File: src/rtl/task_ctrl_pkg.sv
// Shared state encodings for the task group controller.
// Child encoding is fixed to stay compatible with existing blocks.
package task_ctrl_pkg;

  localparam int ST_W = 2;

  localparam logic [ST_W-1:0] C_IDLE  = 2'b00;
  localparam logic [ST_W-1:0] C_START = 2'b01;
  localparam logic [ST_W-1:0] C_RUN   = 2'b11;
  localparam logic [ST_W-1:0] C_DONE  = 2'b10;

  typedef enum logic [1:0] {
    IDLE,
    RUN,
    DRAIN,
    DONE
  } top_state_t;

endpackage

File: src/rtl/task_child_fsm.sv
// Per-child ap_ctrl_hs handshake tracker.
// Issues one start, waits for ready, then waits for done.
module task_child_fsm
  import task_ctrl_pkg::*;
(
  input  logic clk,
  input  logic rst,
  input  logic global_start,
  input  logic global_done,
  input  logic detached,
  input  logic ap_ready,
  input  logic ap_done,
  output logic ap_start,
  output logic is_done
);

  logic [ST_W-1:0] state;

  always_ff @(posedge clk) begin
    if (rst) begin
      state    <= C_IDLE;
      ap_start <= 1'b0;
      is_done  <= 1'b0;
    end else begin
      case (state)
        C_IDLE: begin
          if (global_start) begin
            state    <= C_START;
            ap_start <= 1'b1;
          end
        end
        C_START: begin
          if (ap_ready) begin
            ap_start <= 1'b0;
            if (ap_done) begin
              state   <= C_DONE;
              is_done <= 1'b1;
            end else begin
              state <= C_RUN;
            end
          end
        end
        C_RUN: begin
          if (ap_done) begin
            state   <= C_DONE;
            is_done <= 1'b1;
          end
        end
        C_DONE: begin
          // detached children never hold up the group
          if (detached || global_done) begin
            state   <= C_IDLE;
            is_done <= 1'b0;
          end
        end
        default: begin
          state    <= C_IDLE;
          ap_start <= 1'b0;
          is_done  <= 1'b0;
        end
      endcase
    end
  end

endmodule

File: src/rtl/task_group_fsm.sv
// Group controller: one ap_ctrl_hs front end fanning out to
// NUM_TASKS child tasks, with drain delay and run-cycle counter.
module task_group_fsm
  import task_ctrl_pkg::*;
#(
  parameter int          NUM_TASKS   = 2,
  parameter int          NUM_SCALARS = 4,
  parameter int          SCALAR_W    = 64,
  parameter logic [31:0] DETACH_MASK = '0,
  parameter int          DONE_DELAY  = 0,
  parameter int          CNT_W       = 32
) (
  input  logic                            ap_clk,
  input  logic                            ap_rst,
  input  logic                            ap_start,
  output logic                            ap_ready,
  output logic                            ap_done,
  output logic                            ap_idle,
  input  logic [NUM_SCALARS*SCALAR_W-1:0] scalars_in,
  output logic [NUM_SCALARS*SCALAR_W-1:0] child_scalars,
  output logic [NUM_TASKS-1:0]            child_ap_start,
  input  logic [NUM_TASKS-1:0]            child_ap_ready,
  input  logic [NUM_TASKS-1:0]            child_ap_done,
  input  logic [NUM_TASKS-1:0]            child_ap_idle,
  output logic [CNT_W-1:0]                run_cycles
);

  localparam logic [7:0] DRAIN_INIT =
    (DONE_DELAY > 0) ? 8'(DONE_DELAY - 1) : 8'd0;

  localparam logic [NUM_TASKS-1:0] DMASK =
    DETACH_MASK[NUM_TASKS-1:0];

  top_state_t           state;
  logic [7:0]           countdown;
  logic [NUM_TASKS-1:0] child_done;
  logic                 global_start;
  logic                 global_done;
  logic                 all_done;
  logic                 unused_idle;

  assign unused_idle  = ^child_ap_idle;
  assign global_start = (state == IDLE) && ap_start;
  assign global_done  = (state == DONE);
  assign all_done     = &(child_done | DMASK);
  assign ap_ready     = ap_done;

  for (genvar i = 0; i < NUM_TASKS; i++) begin : g_child
    task_child_fsm u_child (
      .clk          (ap_clk),
      .rst          (ap_rst),
      .global_start (global_start),
      .global_done  (global_done),
      .detached     (DMASK[i]),
      .ap_ready     (child_ap_ready[i]),
      .ap_done      (child_ap_done[i]),
      .ap_start     (child_ap_start[i]),
      .is_done      (child_done[i])
    );
  end

  always_ff @(posedge ap_clk) begin
    if (ap_rst) begin
      state         <= IDLE;
      ap_done       <= 1'b0;
      ap_idle       <= 1'b1;
      countdown     <= '0;
      run_cycles    <= '0;
      child_scalars <= '0;
    end else begin
      case (state)
        IDLE: begin
          if (ap_start) begin
            state         <= RUN;
            ap_idle       <= 1'b0;
            child_scalars <= scalars_in;
            run_cycles    <= '0;
          end
        end
        RUN: begin
          if (~&run_cycles) run_cycles <= run_cycles + 1'b1;
          if (all_done) begin
            if (DONE_DELAY > 0) begin
              state     <= DRAIN;
              countdown <= DRAIN_INIT;
            end else begin
              state   <= DONE;
              ap_done <= 1'b1;
            end
          end
        end
        DRAIN: begin
          if (~&run_cycles) run_cycles <= run_cycles + 1'b1;
          if (countdown == 8'd0) begin
            state   <= DONE;
            ap_done <= 1'b1;
          end else begin
            countdown <= countdown - 8'd1;
          end
        end
        DONE: begin
          state   <= IDLE;
          ap_done <= 1'b0;
          ap_idle <= 1'b1;
        end
        default: begin
          state   <= IDLE;
          ap_done <= 1'b0;
          ap_idle <= 1'b1;
        end
      endcase
    end
  end

endmodule

File: config.mk
export PLATFORM = sky130hd
export DESIGN_NAME = task_group_fsm
export DESIGN_NICKNAME = d
export VERILOG_FILES = /design/src/rtl/task_ctrl_pkg.sv /design/src/rtl/task_child_fsm.sv /design/src/rtl/task_group_fsm.sv
export SDC_FILE = /design/constraint.sdc
export NUM_CORES = 1
export LEC_CHECK = 0
export ABC_CLOCK_PERIOD_IN_PS = 2100
export CORE_AREA = 2 2 220 222
export CTS_CLUSTER_SIZE = 20
export DETAILED_ROUTE_END_ITERATION = 16
export DIE_AREA = 0 0 222 224
export PLACE_DENSITY = 0.56
export SKIP_LAST_GASP = 1
export SYNTH_ARGS = -nofsm -noshare
export SYNTH_HDL_FRONTEND = slang
export SYNTH_SLANG_ARGS = --single-unit
File: constraint.sdc
create_clock -name ap_clk -period 2.1 [get_ports ap_clk]
set_input_delay 0.21 -clock ap_clk [delete_from_list [all_inputs] [get_ports ap_clk]]
set_output_delay 0.21 -clock ap_clk [all_outputs]
set_load 0.01 [all_outputs]
== Word level (Yosys, flattened, before mapping) ==
Index checks and enable logic that the tools add are counted.

* Shift-type cells: 0
* Bitwise operators: 1
* Magnitude comparators: 0
* Reduce and logical (&&, ||, !) cells: 27
* Equal/unequal tests: 21
* Add/sub/neg operators: 2
* Divide/modulo/power cells: 0
* Multipliers: 0
* Muxes and demuxes: 34

{| class="wikitable"
|+ Operators with widths
! operator !! number
|-
| $mux 32 || 2
|-
| $pmux 32 s2 || 1
|-
| $add 32x1->32 const B || 1
|-
| $reduce_and 32->1 || 1
|-
| $pmux 2 s4 || 3
|-
| $reduce_and 3->1 || 7
|-
| $ne 2x2->1 const B || 10
|-
| $mux 2 || 9
|-
| $mux 1 || 13
|-
| $eq 2x2->1 const B || 6
|-
| $pmux 1 s3 || 3
|-
| $reduce_bool 3->1 || 3
|-
| $logic_not 8->1 || 1
|-
| $reduce_and 2->1 || 4
|-
| $reduce_and 4->1 || 2
|-
| $reduce_bool 2->1 || 4
|-
| $sub 8x1->8 const B || 1
|-
| $eq 2x1->1 const B || 3
|-
| $logic_not 2->1 || 3
|-
| $pmux 1 s2 || 3
|-
| $ne 2x1->1 const B || 2
|-
| $reduce_or 2->1 || 1
|-
| $logic_and 1x1->1 || 1
|-
| $not 1->1 || 1
|}

* RAM bits: 0
* ROM bits: 0
* Logic and storage cells: 97
* Memories: 0
* Register bits after elaboration: 308
* Bits in latches: 0
* Output and inout bits: 293
* Input bits: 265

== Depth between registers and ports, before layout ==
Gate-level depths: netlist of run 1.

* Word-level depth: 4
* Depth in mapped cells: 10
* Mapped depth without buffers: 7

== By module ==
Synthesis of run 1 repeated with hierarchy kept, for this count alone.

* Cell total of the unflattened synthesis: 1456
* Area total of the unflattened synthesis: 11534.8 sq um

{| class="wikitable"
|+ By module, submodules not included
! module !! cells each !! instances !! area an instance (sq um)
|-
| task_group_fsm || 1418 || 1 || 11189.5
|-
| task_child_fsm || 19 || 2 || 172.7
|}

== Worst setup path after synthesis of run 1 ==
Ideal clock, no wire load.

* Path kind: register to register
* From: register state[0]
* To: register run_cycles[29]
* Path buffers: 1
* Stages on the path, launching flop included: 9
* Setup slack: -0.111 ns
* Library setup time: 0.071 ns
* Clock period less this slack: 2.211 ns
* Data required time: 2.029 ns
* Data arrival time: 2.140 ns
* Path through: dfxtp_1 inv_1 ha_1 buf_2 mux2i_1 nand3b_1 or3b_1 or4_1 a21oi_1

* Cells in the longest elaborated chain, start to end: 4
* Elaborated cells between the ends (all ways): 9
* Those cells by class: eq/ne (4); mux (1); reduce/logical (4)

{| class="wikitable"
|+ RTL lines
! what !! line !! source
|-
| start, declared || task_group_fsm.sv:34 || <nowiki>top_state_t state;</nowiki>
|-
| start signal, assigned || task_group_fsm.sv:64 || <nowiki>state <= IDLE;</nowiki>
|-
| start signal, assigned || task_group_fsm.sv:74 || <nowiki>state <= RUN;</nowiki>
|-
| start signal, assigned || task_group_fsm.sv:84 || <nowiki>state <= DRAIN;</nowiki>
|-
| $eq 2x2->1 / $eq 2x1->1 (equally long branches) || task_group_fsm.sv:71 || <nowiki>case (state)</nowiki>
|-
| $reduce_or 2->1 (no line) || - ||
|-
| $ne 2x2->1 (no line) / $reduce_bool 2->1 (equally long branches) || - ||
|-
| $reduce_and 3->1 (no line) || - ||
|-
| end signal, assigned || task_group_fsm.sv:81 || <nowiki>if (~&run_cycles) run_cycles <= run_cycles + 1'b1;</nowiki>
|-
| end signal, assigned || task_group_fsm.sv:93 || <nowiki>if (~&run_cycles) run_cycles <= run_cycles + 1'b1;</nowiki>
|-
| end, declared || task_group_fsm.sv:25 || <nowiki>output logic [CNT_W-1:0] run_cycles</nowiki>
|}

Several ways; a longest one is shown, not always the timed one.
A chain may end at the register's enable or synchronous reset.

== Worst setup path in the final report of run 1 ==
* From: register countdown[2]
* To: register state[0]

* Cells in the longest elaborated chain, start to end: 3

{| class="wikitable"
|+ RTL lines
! what !! line !! source
|-
| start, declared || task_group_fsm.sv:35 || <nowiki>logic [7:0] countdown;</nowiki>
|-
| start signal, assigned || task_group_fsm.sv:98 || <nowiki>countdown <= countdown - 8'd1;</nowiki>
|-
| $logic_not 8->1 || task_group_fsm.sv:94 || <nowiki>if (countdown == 8'd0) begin</nowiki>
|-
| $ne 2x2->1 (no line) || - ||
|-
| $reduce_and 3->1 (no line) || - ||
|-
| end signal, assigned || task_group_fsm.sv:95 || <nowiki>state <= DONE;</nowiki>
|-
| end signal, assigned || task_group_fsm.sv:102 || <nowiki>state <= IDLE;</nowiki>
|-
| end signal, assigned || task_group_fsm.sv:107 || <nowiki>state <= IDLE;</nowiki>
|}

No other way between the ends.

==> results.txt, run 1 <==
Status: finished clean
Top-count cell post-synth: nand2_1
R2r startpoint: countdown[2]
Wire length on met3: 3.25 mm
Unique masters post-synth: 61
Post-synth top cells: nand2_1 (537), dfxtp_1 (308), a21oi_1 (282)
Register-to-Register Path Depth: 4
Non-Filler Instances: 2647
# rows: 80
Synth Instances: 1439
Fill cells: 4825
# nets final: 2284
GPL Wtd Cong: 0.797
DR WL/cell: 16.1 um
First-pass GRT wire length: 64.8 mm
Layout cells sized above 1: 7.97%
Area Growth Syn to Fin: 69.2%
Commonest register cell after synthesis: dfxtp_1
R2r setup slk: 0.08 ns
Yosys top cell area share: 54.0%
DRC violations left: 0
Synthesis Warnings: 0
Total chip power: 21.1 mW
Hold Crit Depth: 3
M1 WL: 17.0 mm
Overall global routing resource usage: 16.4%
Min Tclk post-route: 2.02 ns
R2R Path End: state[0]
Arrival time at the worst endpoint: 2.44 ns
Ys async rst share: 0%
Clk_lat worst skew: 0.54 ns
Via count: 11800
Clock Tree Root: clkbuf_16
Die W: 222 um
Clock transition at path regs: 0.06 ns
Placed insts: 2576
Maximum clock rate: 0.496 GHz
Leading area contributor after synthesis: dfxtp_1
Post-synth EDFFs: 0
Max-Cap Viols: 0
Worst slew pin tran: 0.911 ns
Sequential fraction of the synthesis area: 54.0%
Chip Height: 224 um
Hold crit path type: in2reg
Hold Crit Start: scalars_in[206]
IO Pins: 558
Tcrit/Tclk final: 96.0%
Clock H-tree levels: 2
Crit path from: countdown[2]
Worst hold endpoint: child_scalars[206]
Maximum VDD drop: 0.701 mV
Area occupied by registers: 0.00617 mm^2
Data required, critical path: 2.52 ns
Worst Path Max Fanout: 5
Endpoints failing setup: 0
GR Overflow Total: 0
Floorplan core area: 0.0473 mm^2
Worst Setup Path Type: reg2reg
Detailed Place HPWL: 30.6 mm
Post-layout util: 40.8%
Port bufs: 555
Highest Signal Layer: met5
Top cells by area, synth: dfxtp_1 (54%), nand2_1 (18%), a21oi_1 (12%)
Syn Area/Cell: 7.94 um^2
Detailed Routing Iterations Pass 1: 4
CP startpoint kind: register
DRT antenna net count: 0
DRT Wirelength: 42.6 mm
Pin count of the biggest net entering global routing: 170
Power per cell area: 1090 mW/mm^2
Relative slew margins: 39.2%
Crit. End Element: register
Worst Skew: 0.00995 ns
Multi-input combinational cell area: 0.00487 mm^2
Initial core utilization: 24.1%
Met2 WL: 21.3 mm
Buffer depth of the longest clock path: 3
Vias in the first global route: 11400
Leakage power: 7.02 nW
DR iter-0 viols: 585
Final Hold Viols: 0
Post-synthesis cell area: 0.0114 mm^2
Max-slew violations: 0
Initial antenna violation count: 2
DIE AREA: 0.0497 mm^2
Net Count, Synth: 1713
CTS Buf Count: 39
Via density: 4.44
Synthesis-stage register bit count: 308
CTS tree: yes
Antenna cell count: 0
Clock sink count: 308
[power breakdown]
| group | total, mW | internal (mW) | leakage, nW | switching [mW] |
|---|---|---|---|---|
| Clock | 6.37 | 3.86 | 0.592 | 2.51 |
| Combinational | 7.34 | 3.53 | 3.91 | 3.81 |
| Sequential | 7.42 | 6.88 | 2.52 | 0.542 |
| Total | 21.1 | 14.3 | 7.02 | 6.86 |
[through the flow]
stage / cell area, um^2 / setup slack, ns / hold WS, ns / setup TNS (ns)
detailed placement: 18000 / -0.103 / 0.445 / -0.387
finish: 19300 / 0.0845 / 0.216 / 0
global route: 19300 / -0.0157 / 0.191 / -0.0295
floorplan: 11400 / -0.0120 / 0.346 / -0.0120
CTS: 19200 / 0.0133 / 0.173 / 0
global placement: 18000 / -0.0431 / 0.441 / -0.146
[how the worst max path moves through the flow]
stage,to,slack [ns],depth (start not counted)
2_1_floorplan,run_cycles[29],-0.01,8
5_1_grt,run_cycles[22],-0.02,9
3_5_place_dp,run_cycles[15],-0.10,8
6_report,state[0],0.08,4
4_1_cts,run_cycles[15],0.01,9
3_3_place_gp,run_cycles[11],-0.04,8
[registers in the layout, summed over array words and instances, names as in the netlist]
| signal | flops |
|---|---|
| run_cycles | 32 |
| child_scalars | 256 |
| countdown | 8 |
| state | 2 |
| ap_done | 1 |
| ap_idle | 1 |
| g_child.u_child.is_done | 2 |
| g_child.u_child.state | 4 |
| g_child.u_child.ap_start | 2 |
[cells in the final DEF (no fill, tap or decap), types with 4 or more instances in the layout]
master	count
dfxtp_1	303
clkbuf_8	7
buf_12	9
nor2_1	32
nand3_1	18
clkinv_2	5
buf_4	65
a21oi_1	281
or4_1	8
dfxtp_2	5
clkbuf_1	8
or3_1	9
nor3_1	4
xor2_1	8
mux2i_1	5
clkdlybuf4s50_1	554
clkbuf_16	41
o21ai_0	23
nor4_1	5
nand2_1	536
nand4_1	7
inv_1	15
o211ai_1	4
ha_1	7
[cell families after synthesis]
family / after synthesis / synth area share, %
adder cells (fa/ha/maj): 9 / 0.986
AO/OA/AOI/OAI: 340 / 16.0
buffers and inverters: 118 / 4.11
multiplexers: 6 / 0.526
AND/OR/NAND/NOR: 647 / 23.6
flip-flops: 308 / 54.0
XOR/XNOR: 11 / 0.844
[routing by layer]
| metal | track usage (%) | vias up |
|---|---|---|
| li1 | - | 5890 |
| met1 | 18.7 | 5472 |
| met2 | 28.6 | 324 |
| met3 | 5.90 | 69 |
| met4 | 4.84 | 4 |
| met5 | 0 | - |
[worst max-delay path, stage by stage, from the launching register on]
cell and delay (ns):
dfxtp_1 0.34, or4_1 0.57, o41a_1 0.35, or3_4 0.42, a31o_1 0.23
[area by class of cell]
| cell class | instances | area share (%) |
|---|---|---|
| repair buffers | 631 | 32.3 |
| flip-flops and latches | 308 | 31.9 |
| multi-input cells | 1013 | 25.2 |
| clock buffers | 55 | 5.89 |
| well taps | 615 | 3.98 |
| clock inverters | 8 | 0.362 |
| inverters | 17 | 0.330 |
[repair_timing]
action	CTS	global route
gates resized for setup	2	15
hold buffers	1	0
endpoints found under the hold margin	3	0
setup endpoints to repair	20	24
pin swaps	1	11
setup buffers	3	4
Power figures use the tool's default switching activity.
==> run 2: changes to the inputs <==
Settings changed: ABC_AREA set to 1, CORE_AREA 2 2 220 222 to 2 2 217 219, DIE_AREA 0 0 222 224 to 0 0 219 221, PLACE_DENSITY 0.56 to 0.59, SYNTH_HIERARCHICAL set to 1.
==> results.txt, run 2 <==
Highest Signal Layer: met5
Non-Filler Instances: 2871
CP Depth: 1
Die W: 219 um
CP startpoint kind: register
Buffer depth of the longest clock path: 3
Yosys top cell area share: 50.7%
Via density: 4.47
Pin count of the biggest net entering global routing: 63
Register-to-Register Path Depth: 9
Cell Chain, Critical Path: clkdlybuf4s50_1
Critical Path Slowest Stage Cell: clkdlybuf4s50_1
# rows: 79
Tcrit/Tclk final: 89.5%
Final Instance Area: 0.0199 mm^2
Max-slew violations: 0
Clock transition at path regs: 0.06 ns
DRT Wirelength: 47.0 mm
Arrival time at the worst endpoint: 1.67 ns
Commonest register cell after synthesis: dfxtp_1
M1 WL: 18.5 mm
Leakage power: 7.75 nW
Clock sink count: 308
First-pass GRT wire length: 71.1 mm
Fill cells: 4667
Crit. End Element: output port
DRT antenna net count: 0
Power per cell area: 1180 mW/mm^2
Synthesis Warnings: 6
Relative slew margins: 64.6%
Clock Tree Root: clkbuf_16
R2r setup slk: 0.22 ns
Maximum clock rate: 0.532 GHz
DRC violations left: 0
Placed insts: 2796
Final Hold Viols: 0
IO Pins: 558
Synthesis-stage register bit count: 308
DR WL/cell: 16.4 um
Clk_lat worst skew: 0.55 ns
Detailed Place HPWL: 34.7 mm
# nets final: 2504
Postcts setup bufs: 0
Endpoints failing setup: 0
Met2 WL: 22.9 mm
Post-synth EDFFs: 0
Top cells by area, synth: dfxtp_1 (51%), nor2_1 (18%), o21ai_0 (11%)
Port bufs: 555
Vias in the first global route: 12300
Crit path from: run_cycles[15]
RSZ-0062 raised after global routing: false
DR iter-0 viols: 603
Largest registers: child_scalars (256), run_cycles (32), countdown (8)
Detailed Routing Iterations Pass 1: 5
Multi-input combinational cell area: 0.00525 mm^2
Post-route setup slack: 0.220 ns
Syn Area/Cell: 7.19 um^2
Chip Height: 221 um
Biggest register: child_scalars
Min Tclk post-route: 1.88 ns
R2R Path End: run_cycles[21]
Wire length on met3: 3.99 mm
Worst Path Max Fanout: 6
Post-synth top cells: nor2_1 (595), dfxtp_1 (308), o21ai_0 (278)
Leading area contributor after synthesis: dfxtp_1
Hold crit path type: in2reg
Maximum VDD drop: 0.653 mV
CP peak stage delay: 0.61 ns
Max-Cap Viols: 0
Synth Instances: 1691
Worst slew pin tran: 0.529 ns
R2r startpoint: run_cycles[3]
Status: finished clean
Commonest non-fill, non-tap cell in the layout: nor2_1
Commonest non-fill, non-tap cells in the layout: nor2_1 (594), clkdlybuf4s50_1 (555), dfxtp_1 (306)
Unique masters post-synth: 34
Dpl cell area: 0.0186 mm^2
Post-route setup TNS: 0 ns
WHS: 0.278 ns
Max reg flops: 256
Post-place setup slack: 0.00683 ns
Clock H-tree levels: 2
Initial antenna violation count: 7
Post-synthesis cell area: 0.0122 mm^2
CTS Buf Count: 38
Initial core utilization: 26.4%
Data required, critical path: 1.89 ns
Area Growth Syn to Fin: 63.6%
Overall global routing resource usage: 18.7%
GPL Wtd Cong: 0.861
GR Overflow Total: 0
Worst Skew: 0.0248 ns
DIE AREA: 0.0484 mm^2
Layout cells sized above 1: 5.93%
Sequential fraction of the synthesis area: 50.7%
Floorplan core area: 0.0461 mm^2
Worst setup path endpoint: run_cycles[15]
Via count: 12800
Worst Setup Path Type: reg2out
CTS tree: yes
Top-count cell post-synth: nor2_1
Ys async rst share: 0%
Area occupied by registers: 0.00617 mm^2
Delay-heaviest family, CP: buffers and inverters
CP Buf/Inv Count: 1
[run 2: cell count changes after synthesis, sizes merged, moves of 9 or more]
| cell | delta |
|---|---|
| or4 | -9 |
| o21ai | +252 |
| nor2 | +579 |
| inv | +85 |
| or3 | -12 |
| nand2 | -368 |
| a21oi | -249 |
| nand3 | +15 |
| nand4 | +14 |
[run 2: cell type report]
class / instances / share of cell area, %
sequential: 308 / 31.0
timing repair buffer: 595 / 30.4
multi-input combinational: 1183 / 26.4
clock buffer: 63 / 5.91
tap: 607 / 3.82
inverter: 104 / 2.04
clock inverter: 5 / 0.359
antenna: 6 / 0.0755
[run 2: power by group]
part	total (mW)	switching (mW)	leakage, nW	internal [mW]
logic	8.96	4.80	4.60	4.17
registers	8.08	0.798	2.54	7.28
clock network	6.51	2.57	0.606	3.94
total	23.5	8.17	7.75	15.4
[run 2: logic make-up after synthesis]
group | after synthesis | synth area share (%)
compound gates | 318 | 13.2
buf+inv | 202 | 6.53
xor+xnor | 6 | 0.433
fa+ha+maj | 9 | 0.927
flops | 308 | 50.7
simple gates | 847 | 28.1
other cells | 1 | 0.0309
[run 2: repair_timing]
action / CTS / global route
setup endpoints to repair: 2 / 40
hold buffers: 0 / 0
pin swaps: 0 / 1
gates resized for setup: 1 / 8
gates cloned: 0 / 1
[run 2: worst min-delay path by stage]
stage | startpoint | end | slack (ns) | cells after the start
2_1_floorplan | ap_rst | g_child[0].u_child/ap_start | 0.28 | 1
3_3_place_gp | countdown[7] | countdown[7] | 0.45 | 2
3_5_place_dp | countdown[7] | countdown[7] | 0.46 | 2
4_1_cts | scalars_in[82] | child_scalars[82] | 0.24 | 3
5_1_grt | scalars_in[109] | child_scalars[109] | 0.26 | 3
6_report | child_ap_done[0] | g_child[0].u_child/is_done | 0.28 | 3
[run 2: per-layer routing]
metal,global-route usage (%),up-vias
li1,-,6440
met4,7.87,2
met5,0,-
met1,21.6,5874
met2,31.9,439
met3,5.83,85
[run 2: metrics by stage]
stage / total power [mW] / utilization (%)
after floorplan: 12.5 / -
after global placement: 16.9 / 40.3
after detailed placement: 17.1 / 40.3
after CTS: 23.8 / 43.0
after global routing: 25.1 / 43.1
final: 23.5 / 43.1
==> run 3: changes to the inputs <==
--- a/constraint.sdc
+++ b/constraint.sdc
@@ -3,2 +3,2 @@
 set_output_delay 0.21 -clock ap_clk [all_outputs]
-set_load 0.01 [all_outputs]
+set_load 0.02 [all_outputs]
==> results of run 3 <==
The final DEF is identical to that of run 2. Status: finished clean.
Among the figures that moved: setup slack after layout 0.220 ns -> 0.152 ns; total power 23.5 mW -> 24.5 mW; worst IR drop on VDD 0.653 mV -> 0.675 mV
